<file path="config.mk">
export PLATFORM = sky130hd
export DESIGN_NAME = fifo_uart_tx_flat
export DESIGN_NICKNAME = d
export VERILOG_FILES = /design/src/rtl/fifo_uart_pkg.sv /design/src/rtl/fifo_uart_tx_if.sv /design/src/rtl/uart_bit_timer.sv /design/src/rtl/fifo_uart_tx.sv /design/src/flat_wrapper.sv
export SDC_FILE = /design/constraint.sdc
export NUM_CORES = 1
export LEC_CHECK = 0
export ABC_AREA = 0
export CAP_MARGIN = 20
export CORE_AREA = 2 2 62 70
export DETAILED_ROUTE_END_ITERATION = 8
export DIE_AREA = 0 0 64 72
export PLACE_DENSITY_LB_ADDON = 0.25
export SLEW_MARGIN = 10
export SYNTH_ARGS = -nofsm -noshare
export SYNTH_HDL_FRONTEND = slang
export SYNTH_HIERARCHICAL = 1
export SYNTH_SLANG_ARGS = --single-unit
</file>
<file path="constraint.sdc">
create_clock -name clock -period 1.8 [get_ports clock]
set_input_delay 0.45 -clock clock [delete_from_list [all_inputs] [get_ports clock]]
set_output_delay 0.45 -clock clock [all_outputs]
set_load 0.1 [all_outputs]
</file>
<file path="src/rtl/fifo_uart_pkg.sv">
// Shared types and helpers for the FIFO-fed UART transmitter.
package fifo_uart_pkg;

  localparam int unsigned DATA_BITS = 8;

  typedef enum logic [2:0] {
    IDLE  = 3'd0,
    FETCH = 3'd1,
    LOAD  = 3'd2,
    START = 3'd3,
    DATA  = 3'd4,
    STOP  = 3'd5
  } tx_state_t;

  // Bits needed for a counter spanning 0..clks-1 (never narrower than one bit).
  function automatic int unsigned bit_cnt_width(input int unsigned clks);
    return (clks <= 32'd1) ? 32'd1 : 32'($clog2(clks));
  endfunction

endpackage

</file>
<file path="src/rtl/fifo_uart_tx_if.sv">
// FIFO read side plus serial line of the UART transmitter.
interface fifo_uart_tx_if;
  import fifo_uart_pkg::*;

  logic                 empty;
  logic                 read;
  logic [DATA_BITS-1:0] fifo_data;
  logic                 tx;
  logic                 busy;

  modport master (input empty, input fifo_data, output read, output tx, output busy);
  modport slave  (output empty, output fifo_data, input read, input tx, input busy);
endinterface

</file>
<file path="src/rtl/uart_bit_timer.sv">
// Bit-period counter; pulses bit_done on the last clock of every serial bit.
module uart_bit_timer
  import fifo_uart_pkg::*;
#(
  parameter int unsigned CLKS_PER_BIT = 16
) (
  input  logic clock,
  input  logic reset_n,
  input  logic clear,
  output logic bit_done
);

  localparam int unsigned     CNT_W = bit_cnt_width(CLKS_PER_BIT);
  localparam logic [CNT_W-1:0] LAST = CNT_W'(CLKS_PER_BIT - 1);

  logic [CNT_W-1:0] cnt_q;
  logic [CNT_W-1:0] cnt_d;

  always_comb begin
    cnt_d = cnt_q;
    if (clear)              cnt_d = '0;
    else if (cnt_q == LAST) cnt_d = '0;
    else                    cnt_d = cnt_q + 1'b1;
  end

  // bit_done is registered but lines up with cnt_q == LAST in the same cycle.
  always_ff @(posedge clock or negedge reset_n) begin
    if (!reset_n) begin
      cnt_q    <= '0;
      bit_done <= 1'b0;
    end else begin
      cnt_q    <= cnt_d;
      bit_done <= !clear && (cnt_d == LAST);
    end
  end

endmodule

</file>
<file path="src/rtl/fifo_uart_tx.sv">
// Pulls bytes from the FIFO read port and serialises them as 8N1/8N2 frames on tx.
module fifo_uart_tx
  import fifo_uart_pkg::*;
#(
  parameter int unsigned CLKS_PER_BIT = 16,
  parameter int unsigned STOP_BITS    = 1
) (
  input  logic           clock,
  input  logic           reset_n,
  fifo_uart_tx_if.master bus
);

  if (CLKS_PER_BIT < 2 || (STOP_BITS != 1 && STOP_BITS != 2)) begin : g_bad_param
    $fatal(1, "fifo_uart_tx: CLKS_PER_BIT must be >= 2 and STOP_BITS 1 or 2");
  end

  localparam logic [2:0] LAST_IDX  = 3'(DATA_BITS - 1);
  localparam logic       LAST_STOP = 1'(STOP_BITS - 1);

  tx_state_t            state_q, state_d;
  logic [DATA_BITS-1:0] shift_q, shift_d;
  logic [2:0]           idx_q, idx_d;
  logic                 stop_q, stop_d;
  logic                 tx_q, tx_d;
  logic                 read_q, read_d;
  logic                 busy_q, busy_d;
  logic                 timer_clear;
  logic                 bit_done;

  assign timer_clear = (state_q == IDLE) || (state_q == FETCH) || (state_q == LOAD);

  uart_bit_timer #(.CLKS_PER_BIT(CLKS_PER_BIT)) u_timer (
    .clock    (clock),
    .reset_n  (reset_n),
    .clear    (timer_clear),
    .bit_done (bit_done)
  );

  // Next-state logic; outputs are decoded from the next state so they register cleanly.
  always_comb begin
    state_d = state_q;
    shift_d = shift_q;
    idx_d   = idx_q;
    stop_d  = stop_q;

    unique case (state_q)
      IDLE:  if (!bus.empty) state_d = FETCH;
      FETCH: state_d = LOAD;
      LOAD: begin
        shift_d = bus.fifo_data;
        state_d = START;
      end
      START: if (bit_done) begin
        state_d = DATA;
        idx_d   = 3'd0;
      end
      DATA: if (bit_done) begin
        if (idx_q == LAST_IDX) begin
          state_d = STOP;
          idx_d   = 3'd0;
          stop_d  = 1'b0;
        end else begin
          idx_d = idx_q + 3'd1;
        end
      end
      STOP: if (bit_done) begin
        if (stop_q == LAST_STOP) begin
          state_d = IDLE;
          stop_d  = 1'b0;
        end else begin
          stop_d = stop_q + 1'b1;
        end
      end
      default: state_d = IDLE;
    endcase

    read_d = (state_d == FETCH);
    busy_d = (state_d != IDLE);
    tx_d   = 1'b1;
    if (state_d == START)     tx_d = 1'b0;
    else if (state_d == DATA) tx_d = shift_d[idx_d];
  end

  always_ff @(posedge clock or negedge reset_n) begin
    if (!reset_n) begin
      state_q <= IDLE;
      shift_q <= '0;
      idx_q   <= 3'd0;
      stop_q  <= 1'b0;
      tx_q    <= 1'b1;
      read_q  <= 1'b0;
      busy_q  <= 1'b0;
    end else begin
      state_q <= state_d;
      shift_q <= shift_d;
      idx_q   <= idx_d;
      stop_q  <= stop_d;
      tx_q    <= tx_d;
      read_q  <= read_d;
      busy_q  <= busy_d;
    end
  end

  assign bus.tx   = tx_q;
  assign bus.read = read_q;
  assign bus.busy = busy_q;

endmodule

</file>
<file path="src/flat_wrapper.sv">
// flat-port wrapper written by rule: the top's interface ports become plain ports
module fifo_uart_tx_flat import fifo_uart_pkg::*;
#(
  parameter int unsigned CLKS_PER_BIT = 16,
  parameter int unsigned STOP_BITS    = 1
)
  (clock, reset_n, bus_empty, bus_fifo_data, bus_read, bus_tx, bus_busy);
  fifo_uart_tx_if bus_i ();
  input  logic clock;
  input  logic reset_n;
  input wire logic [$bits(bus_i.empty)-1:0] bus_empty;
  input wire logic [$bits(bus_i.fifo_data)-1:0] bus_fifo_data;
  output wire logic [$bits(bus_i.read)-1:0] bus_read;
  output wire logic [$bits(bus_i.tx)-1:0] bus_tx;
  output wire logic [$bits(bus_i.busy)-1:0] bus_busy;
  assign bus_i.empty = bus_empty;
  assign bus_i.fifo_data = bus_fifo_data;
  assign bus_read = bus_i.read;
  assign bus_tx = bus_i.tx;
  assign bus_busy = bus_i.busy;
  fifo_uart_tx #(.CLKS_PER_BIT(CLKS_PER_BIT), .STOP_BITS(STOP_BITS)) u_core (.clock(clock), .reset_n(reset_n), .bus(bus_i));
endmodule
</file>
* After elaboration in Yosys (flattened, before gate mapping) *
Cells that the tools add are included.

cells by class
  shift operators = 0
  equality and inequality tests = 14
  reduce and logical (&&, ||, !) cells = 8
  bitwise gates (word level) = 0
  multiply operators = 0
  $add $sub $neg = 3
  mux-type cells = 23
  divide/modulo/power cells = 0
  $lt $le $gt $ge = 1

operators by type and width
  operator               number
  $mux W3                9
  $pmux W3 S6            1
  $eq A3 B3 Y1 const B   4
  $eq A3 B2 Y1 const B   3
  $eq A4 B4 Y1 const B   2
  $mux W4                2
  $mux W8                1
  $mux W1                7
  $eq A3 B1 Y1 const B   2
  $pmux W3 S2            1
  $add A4 B1 Y4 const B  1
  $lt A3 B4 Y1 const B   1
  $ne A2 B2 Y1 const B   2
  $reduce_and A4 Y1      1
  $add A3 B1 Y3 const B  1
  $bmux W1 S3            1
  $logic_not A3 Y1       1
  $reduce_bool A3 Y1     1
  $logic_or A1 B1 Y1     2
  $ne A2 B1 Y1 const B   1
  $pmux W1 S2            1
  $reduce_bool A2 Y1     1
  $add A1 B1 Y1 const B  1
  $logic_and A1 B1 Y1    1
  $logic_not A1 Y1       1

word-level totals
  bits in read-only memories = 0
  bits in registers = 23
  memories = 0
  bits in latches = 0
  output and inout port bits = 3
  bits of input ports = 11
  memory bits (writable) = 0

* Longest topological paths before layout *
Gate-level depths: netlist of run 1.

  word-level depth = 8
  depth in mapped cells = 8
  mapped depth without buffers = 7

* By module *
The synthesis of run 1 kept the hierarchy.

by module, submodules not included
  module          area an instance (um2)  times used  seq. area each (um2)  cells an instance
  fifo_uart_tx    884.6                   1           426.7                 92
  uart_bit_timer  205.2                   1           125.1                 16

* Worst setup path before layout of run 1 *
No wires, ideal clock.

  path kind = reg2reg
  start point = register u_core.state_q[2]
  end point = register u_core.tx_q, in the netlist u_core/bus.tx
  arrival = 1.856 ns
  buffers on the path = 0
  slack = -0.148 ns
  data required time = 1.709 ns
  stages on the path, launching flop included = 7
  clock period less this slack = 1.948 ns
  cell sequence = dfrtp_1 -> nor3b_2 -> mux2_2 -> or3_1 -> o211ai_1 -> nand4b_1 -> nor3b_1

on the way
  longest elaborated chain between the ends = 6
  elaborated cells on any way between the ends = 21

ends and longest elaborated chain
  item                           RTL line            text
  start, declared                fifo_uart_tx.sv:20  tx_state_t state_q, state_d;
  start signal, assigned         fifo_uart_tx.sv:94  state_q <= state_d;
  $eq A3 B2 Y1                   fifo_uart_tx.sv:46  unique case (state_q)
  $mux W8                        fifo_uart_tx.sv:46
  via u_core.shift_d[6]          fifo_uart_tx.sv:21  logic [DATA_BITS-1:0] shift_q, shift_d;
  $bmux W1 S3                    fifo_uart_tx.sv:81  else if (state_d == DATA) tx_d = shift_d[idx_d];
  $mux W1 (not written as such)  fifo_uart_tx.sv:81
  $mux W1                        fifo_uart_tx.sv:81
  $mux W1                        fifo_uart_tx.sv:80  if (state_d == START) tx_d = 1'b0;
  via u_core.tx_d                fifo_uart_tx.sv:24  logic tx_q, tx_d;
  end signal, assigned           fifo_uart_tx.sv:98  tx_q <= tx_d;
  end, declared                  fifo_uart_tx.sv:24

The timed path passes the listed nets, and every way through them passes these cells. The select of a mux whose other input is x is not followed.
A chain may end at the register's enable or synchronous reset.

* Final worst setup path of run 1 *
Ends and elaborated chain as after synthesis.

==> results.toml, run 1 <==
[logic_synthesis]
synth.top_cells.by_area = "dfrtp_1 (48%), nand2_1 (8.3%), a21oi_1 (3.7%)"
yosysMostFrequentCell = "nand2_1"
synth_flop_cell = "dfrtp_1"
synth_top_family_by_area = "simple AND/OR/NAND/NOR gates"
synth_compound_area_share_pct = 15.6
synth-adder-area-share_pct = 3.44
yosysSeqAreaShare_pct = 50.6
yosys.area_share.simple_pct = 23.4
synth_common_cells = "nand2_1 (24), dfrtp_1 (21), a21oi_1 (8)"
yosysTopAreaCellShare_pct = 48.2
synth_edf_count = 0
syn_inst = 108
synth-xor-area-share_pct = 0.804
async_flop_share_pct = 100
synth.distinct_cells = 35
syn_area_sq_um = 1090
ys_ff_latch = 22
synth.avg_cell_area_sq_um = 10.1
synthMuxAreaShare_pct = 2.07
synth_top_cell_by_area = "dfrtp_1"
ys_warn_count = 6
synth_nets = 122

[placed_design]
dp_worst_setup_slack_ps = -112
gp_congestion = 0.727
place.port_buffers = 13
place.detailed.hpwl_um = 1880

[critical_path]
critical-path-top-delay-family = "simple AND/OR/NAND/NOR gates"
crit_type = "reg2reg"
cp-start-kind = "flop"
critPathArrivalTime_ps = 2020
path_cells = "nor3b_4 -> mux2_4 -> or3_4 -> o221ai_2 -> nand4b_1 -> nor3b_2"
worst-path-max-fanout = 5
slowest_stage = "dfrtp_2"
cpPeakStageDelay_ps = 460
critPathBufInv = 0
required_ps = 1990
cp-end-kind = "flop"

[sta]
worst_pin_slew_ps = 321
period_needed_ps = 1830
max_freq_mhz = 546
relSlewSlack_pct = 78.5
whs_ps = 484
hold_viol = 0
rsz0062_at_grt = "true"
finalCritPeriodShare_pct = 102
fin_tns_setup_ps = -31.4
finalWorstSetupSlack_ps = -31.4
setup_viol = 1
drv_slew = 0
fin_worst_skew_ps = 4.69

[cts]
insertion_delay_ps = 260
cts-root-buf = "clkbuf_8"
cts_buffers = 3
cts_buffer_depth = 2
htree_levels = 1
cts_tree = "yes"
cts.clk_slew.worst_paths_ps = 80
holdBufCountCts = 0
cts.sinks = 22

[route]
drc_errors = 0
drt-initial-drc-count = 7
totalWireLength_um = 2490
ant_nets = 0
num_vias = 920
vias_per_cell = 4.72
routedWlPerCell_um = 12.8
drtPass1Iterations = 4

[floorplanning]
pin_count = 14
num_rows = 24
die_h_um = 72
initial_core_util_pct = 28.1
fp.dieArea_sq_um = 4610
die_w_um = 64
fp.coreArea_sq_um = 3870

[job]
max_cap_viol_count = 0

[status]
violations = "negative setup slack"
outcome = "complete, but fails checks"

[global_routing]
grt_pass1_wl_um = 4420
grt_overflow = 0
track_usage_pct = 12.4
grt_pass1_vias = 978
grt_max_degree = 23
grt_antenna_before_repair = 0

[finish]
area_growth_pct = 43.3
final_nets = 158
drive_gt1_share_pct = 31.5
final_core_util_pct = 40.3
diodes = 0

[power_and_ir_drop]
peakVddDrop_mv = 0.314
power_density_nw_per_um2 = 578
p_leak_uw = 0.000680
power_uw = 903

[min_path]
hold_class = "reg2reg"
path summary, 6_finish.rpt:
kind | start | slack, ps | cells after the start | end
setup / recovery | u_core/state_q[2]$_DFF_PN0_ | -30 | 6 | u_core/bus.tx$_DFF_PN1_
hold / removal | u_core/shift_q[0]$_DFF_PN0_ | 480 | 2 | u_core/shift_q[0]$_DFF_PN0_
setup reg to reg | u_core/state_q[2]$_DFF_PN0_ | -30 | 6 | u_core/bus.tx$_DFF_PN1_
hold reg to reg | u_core/shift_q[0]$_DFF_PN0_ | 480 | 2 | u_core/shift_q[0]$_DFF_PN0_
max in group asynchronous | reset_n | 980 | 2 | u_core/bus.tx$_DFF_PN1_
min in group asynchronous | reset_n | 530 | 2 | u_core/idx_q[0]$_DFF_PN0_
where the power goes:
| part | switching (uW) | total (uW) | internal (uW) |
|---|---|---|---|
| combinational | 33.8 | 76.6 | 42.8 |
| sequential | 3.74 | 509 | 505 |
| clock | 159 | 317 | 158 |
| total | 197 | 903 | 706 |
routing by layer:
layer / up-vias / track usage [%] / part of all wire, % / wire (um)
li1: 459 / - / - / -
met1: 444 / 13.4 / 41 / 1030
met2: 12 / 23.1 / 54 / 1350
met3: 5 / 2.02 / 2.4 / 60
met4: 0 / 6.52 / 2.2 / 55
met5: - / 0 / 0 / 0
timing repair:
item                                    4_1_cts  5_1_grt
setup buffers                                 4        0
endpoints found under the setup margin        1        2
resized for setup                             7        2
pin swaps                                     2        0
worst reg2reg max path, stage by stage, from the launching register on:
cell and delay [ps]:
dfrtp_2 460, nor3b_4 300, mux2_4 340, or3_4 330, o221ai_2 60, nand4b_1 100
nor3b_2 160
cell usage in the layout (no fill, tap or decap), types with 2 or more instances in the layout:
master and n:
nand2_1 24, buf_4 22, dfrtp_1 18, clkdlybuf4s50_1 10
a21oi_1 8, nor2_1 6, clkbuf_8 3, buf_12 3
inv_1 3, dfrtp_2 3, nor3b_1 2, o22ai_1 2
mux2_4 2, o21a_1 2, o2bb2ai_1 2, a211o_1 2
or3_1 2, nand4b_1 2, ha_1 2
per-stage QoR:
step           cells  cell area (sq um)
6_report         195               1560
5_1_grt          195               1560
4_1_cts          195               1560
3_5_place_dp     187               1450
3_3_place_gp     187               1450
2_1_floorplan    108               1120
cell type report:
type / instances / area (sq um)
Multi-Input combinational cell: 79 / 559
Sequential cell: 22 / 556
Inverter: 3 / 11.3
Timing Repair Buffer: 35 / 325
Tap cell: 52 / 65.1
Fill cell: 377 / 2310
Clock buffer: 4 / 45.0
state kept, by name, indices dropped and copies added (netlist names):
| name | cells |
|---|---|
| u_core/u_timer/bit_done | 1 |
| u_core/state_q | 3 |
| u_core/bus.busy | 1 |
| u_core/u_timer/cnt_q | 4 |
| u_core/bus.tx | 1 |
| u_core/idx_q | 3 |
| u_core/bus.read | 1 |
| u_core/shift_q | 8 |
cell families (layout without fill, tap and decap cells):
family,count (synthesis),in the layout
compound gates,25,25
xor+xnor,1,1
fa+ha+maj,3,3
buf+inv,7,42
flops,22,22
mux,2,2
simple gates,48,48
No activity file was read; power rests on OpenSTA's default activity.
==> run 2: changes to the inputs <==
clock period = 2 ns   (was 1.8 ns; I/O delays follow)
==> run 2 against run 1 <==
The run now ends clean. Register-to-register slack gained 110 ps. First-iteration DRC count increased to 4.0 times the previous value. Sequential power is 10% lower. Critical endpoint unchanged.
==> results.toml, run 2 (synthesis results as in run 1) <==
[status]
outcome = "complete, no violations"

[power_and_ir_drop]
p_leak_uw = 0.000629
peakVddDrop_mv = 0.218
power_density_nw_per_um2 = 577
power_uw = 833

[cts]
cts-root-buf = "clkbuf_8"
cts.clk_slew.worst_paths_ps = 80
cts.sinks = 22
htree_levels = 1
cts_tree = "yes"
cts_buffers = 3
holdBufCountCts = 0
insertion_delay_ps = 260
cts_buffer_depth = 2

[critical_path]
cp-end-kind = "flop"
critPathArrivalTime_ps = 2100
required_ps = 2180
crit_type = "reg2reg"
cp-start-kind = "flop"
worst-path-max-fanout = 7

[sta]
relSlewSlack_pct = 79.0
hold_viol = 0
period_needed_ps = 1920
setup_viol = 0
drv_slew = 0
max_freq_mhz = 522
finalCritPeriodShare_pct = 95.9
rsz0062_at_grt = "true"
fin_worst_skew_ps = 5.07
worst_pin_slew_ps = 314
whs_ps = 474

[route]
drc_errors = 0
drtPass1Iterations = 4
ant_nets = 0
drt-initial-drc-count = 28
vias_per_cell = 4.72
routedWlPerCell_um = 12.8
totalWireLength_um = 2370
num_vias = 877

[placed_design]
place.port_buffers = 13
place.detailed.hpwl_um = 1820
gp_congestion = 0.782
dp_cells = 181

[global_routing]
track_usage_pct = 11.5
grt_max_degree = 23
grt_pass1_vias = 900
grt_overflow = 0
grt_pass1_wl_um = 4120
grt_antenna_before_repair = 0

[finish]
final_nets = 149
fillers = 408
mostFrequentLayoutCells = "nand2_1 (24), dfrtp_1 (19), buf_4 (14)"
diodes = 0
largest_reg_flops = 8
fin_cells = 186
reg.largest.list = "u_core/shift_q x8, u_core/u_timer/cnt_q x4"
final_common_cell = "nand2_1"
area_growth_pct = 32.6
drive_gt1_share_pct = 22.4
top_register = "u_core/shift_q"

[job]
max_cap_viol_count = 0

[floorplanning]
num_rows = 24
fp.coreArea_sq_um = 3870
die_h_um = 72
fp.dieArea_sq_um = 4610
pin_count = 14
die_w_um = 64
initial_core_util_pct = 28.1

[min_path]
hold_class = "reg2reg"
-- run 2: path summary, 6_finish.rpt --
kind,startpoint,to,slack (ps),cells after the start
setup reg to reg,u_core/state_q[0]$_DFF_PN0_,u_core/bus.tx$_DFF_PN1_,80,7
min in group asynchronous,reset_n,u_core/u_timer/cnt_q[2]$_DFF_PN0_,580,2
hold / removal,u_core/shift_q[4]$_DFF_PN0_,u_core/shift_q[4]$_DFF_PN0_,470,2
setup / recovery,u_core/state_q[0]$_DFF_PN0_,u_core/bus.tx$_DFF_PN1_,80,7
max in group asynchronous,reset_n,u_core/bus.tx$_DFF_PN1_,1140,2
hold reg to reg,u_core/shift_q[4]$_DFF_PN0_,u_core/shift_q[4]$_DFF_PN0_,470,2
-- run 2: area by class of cell --
type	instances	area [sq um]	area share, %
Inverter	3	11.3	0.779
Multi-Input combinational cell	79	514	35.6
Timing Repair Buffer	26	245	17.0
Tap cell	52	65.1	4.50
Sequential cell	22	554	38.4
Clock buffer	4	55.1	3.81
-- run 2: through the flow --
stage	TNS (ps)	util [%]	cell area [sq um]	setup slack, ps
detailed placement	0	35.1	1360	32.3
global placement	0	35.1	1360	43.3
floorplan	0	-	1090	52.4
CTS	0	36.5	1420	35.8
finish	0	37.3	1450	82.8
global route	-5.00	37.3	1450	-5.00
-- run 2: power by group --
group	internal, uW	leakage, uW	switching [uW]
registers	454	0.000245	2.98
logic	31.4	0.000355	28.3
clock network	175	0.0000288	141
total	661	0.000629	172
-- run 2: worst max-delay path: stages (launching register included) --
cell,delay (ps)
dfrtp_2,470
buf_4,170
o21a_1,160
o31a_1,360
a211o_1,250
a21oi_1,170
a2111oi_2,70
nor3b_1,190
-- run 2: metal layers --
layer / track usage (%) / share of wire (%) / up-vias
li1: - / - / 439
met1: 13.8 / 47 / 426
met2: 20.0 / 50 / 10
met3: 1.71 / 2.1 / 2
met4: 5.80 / 1.1 / 0
met5: 0 / 0 / -
-- run 2: timing repair --
action                     CTS  global route
setup buffers                0             1
setup endpoints to repair    0             1
resized for setup            0             6
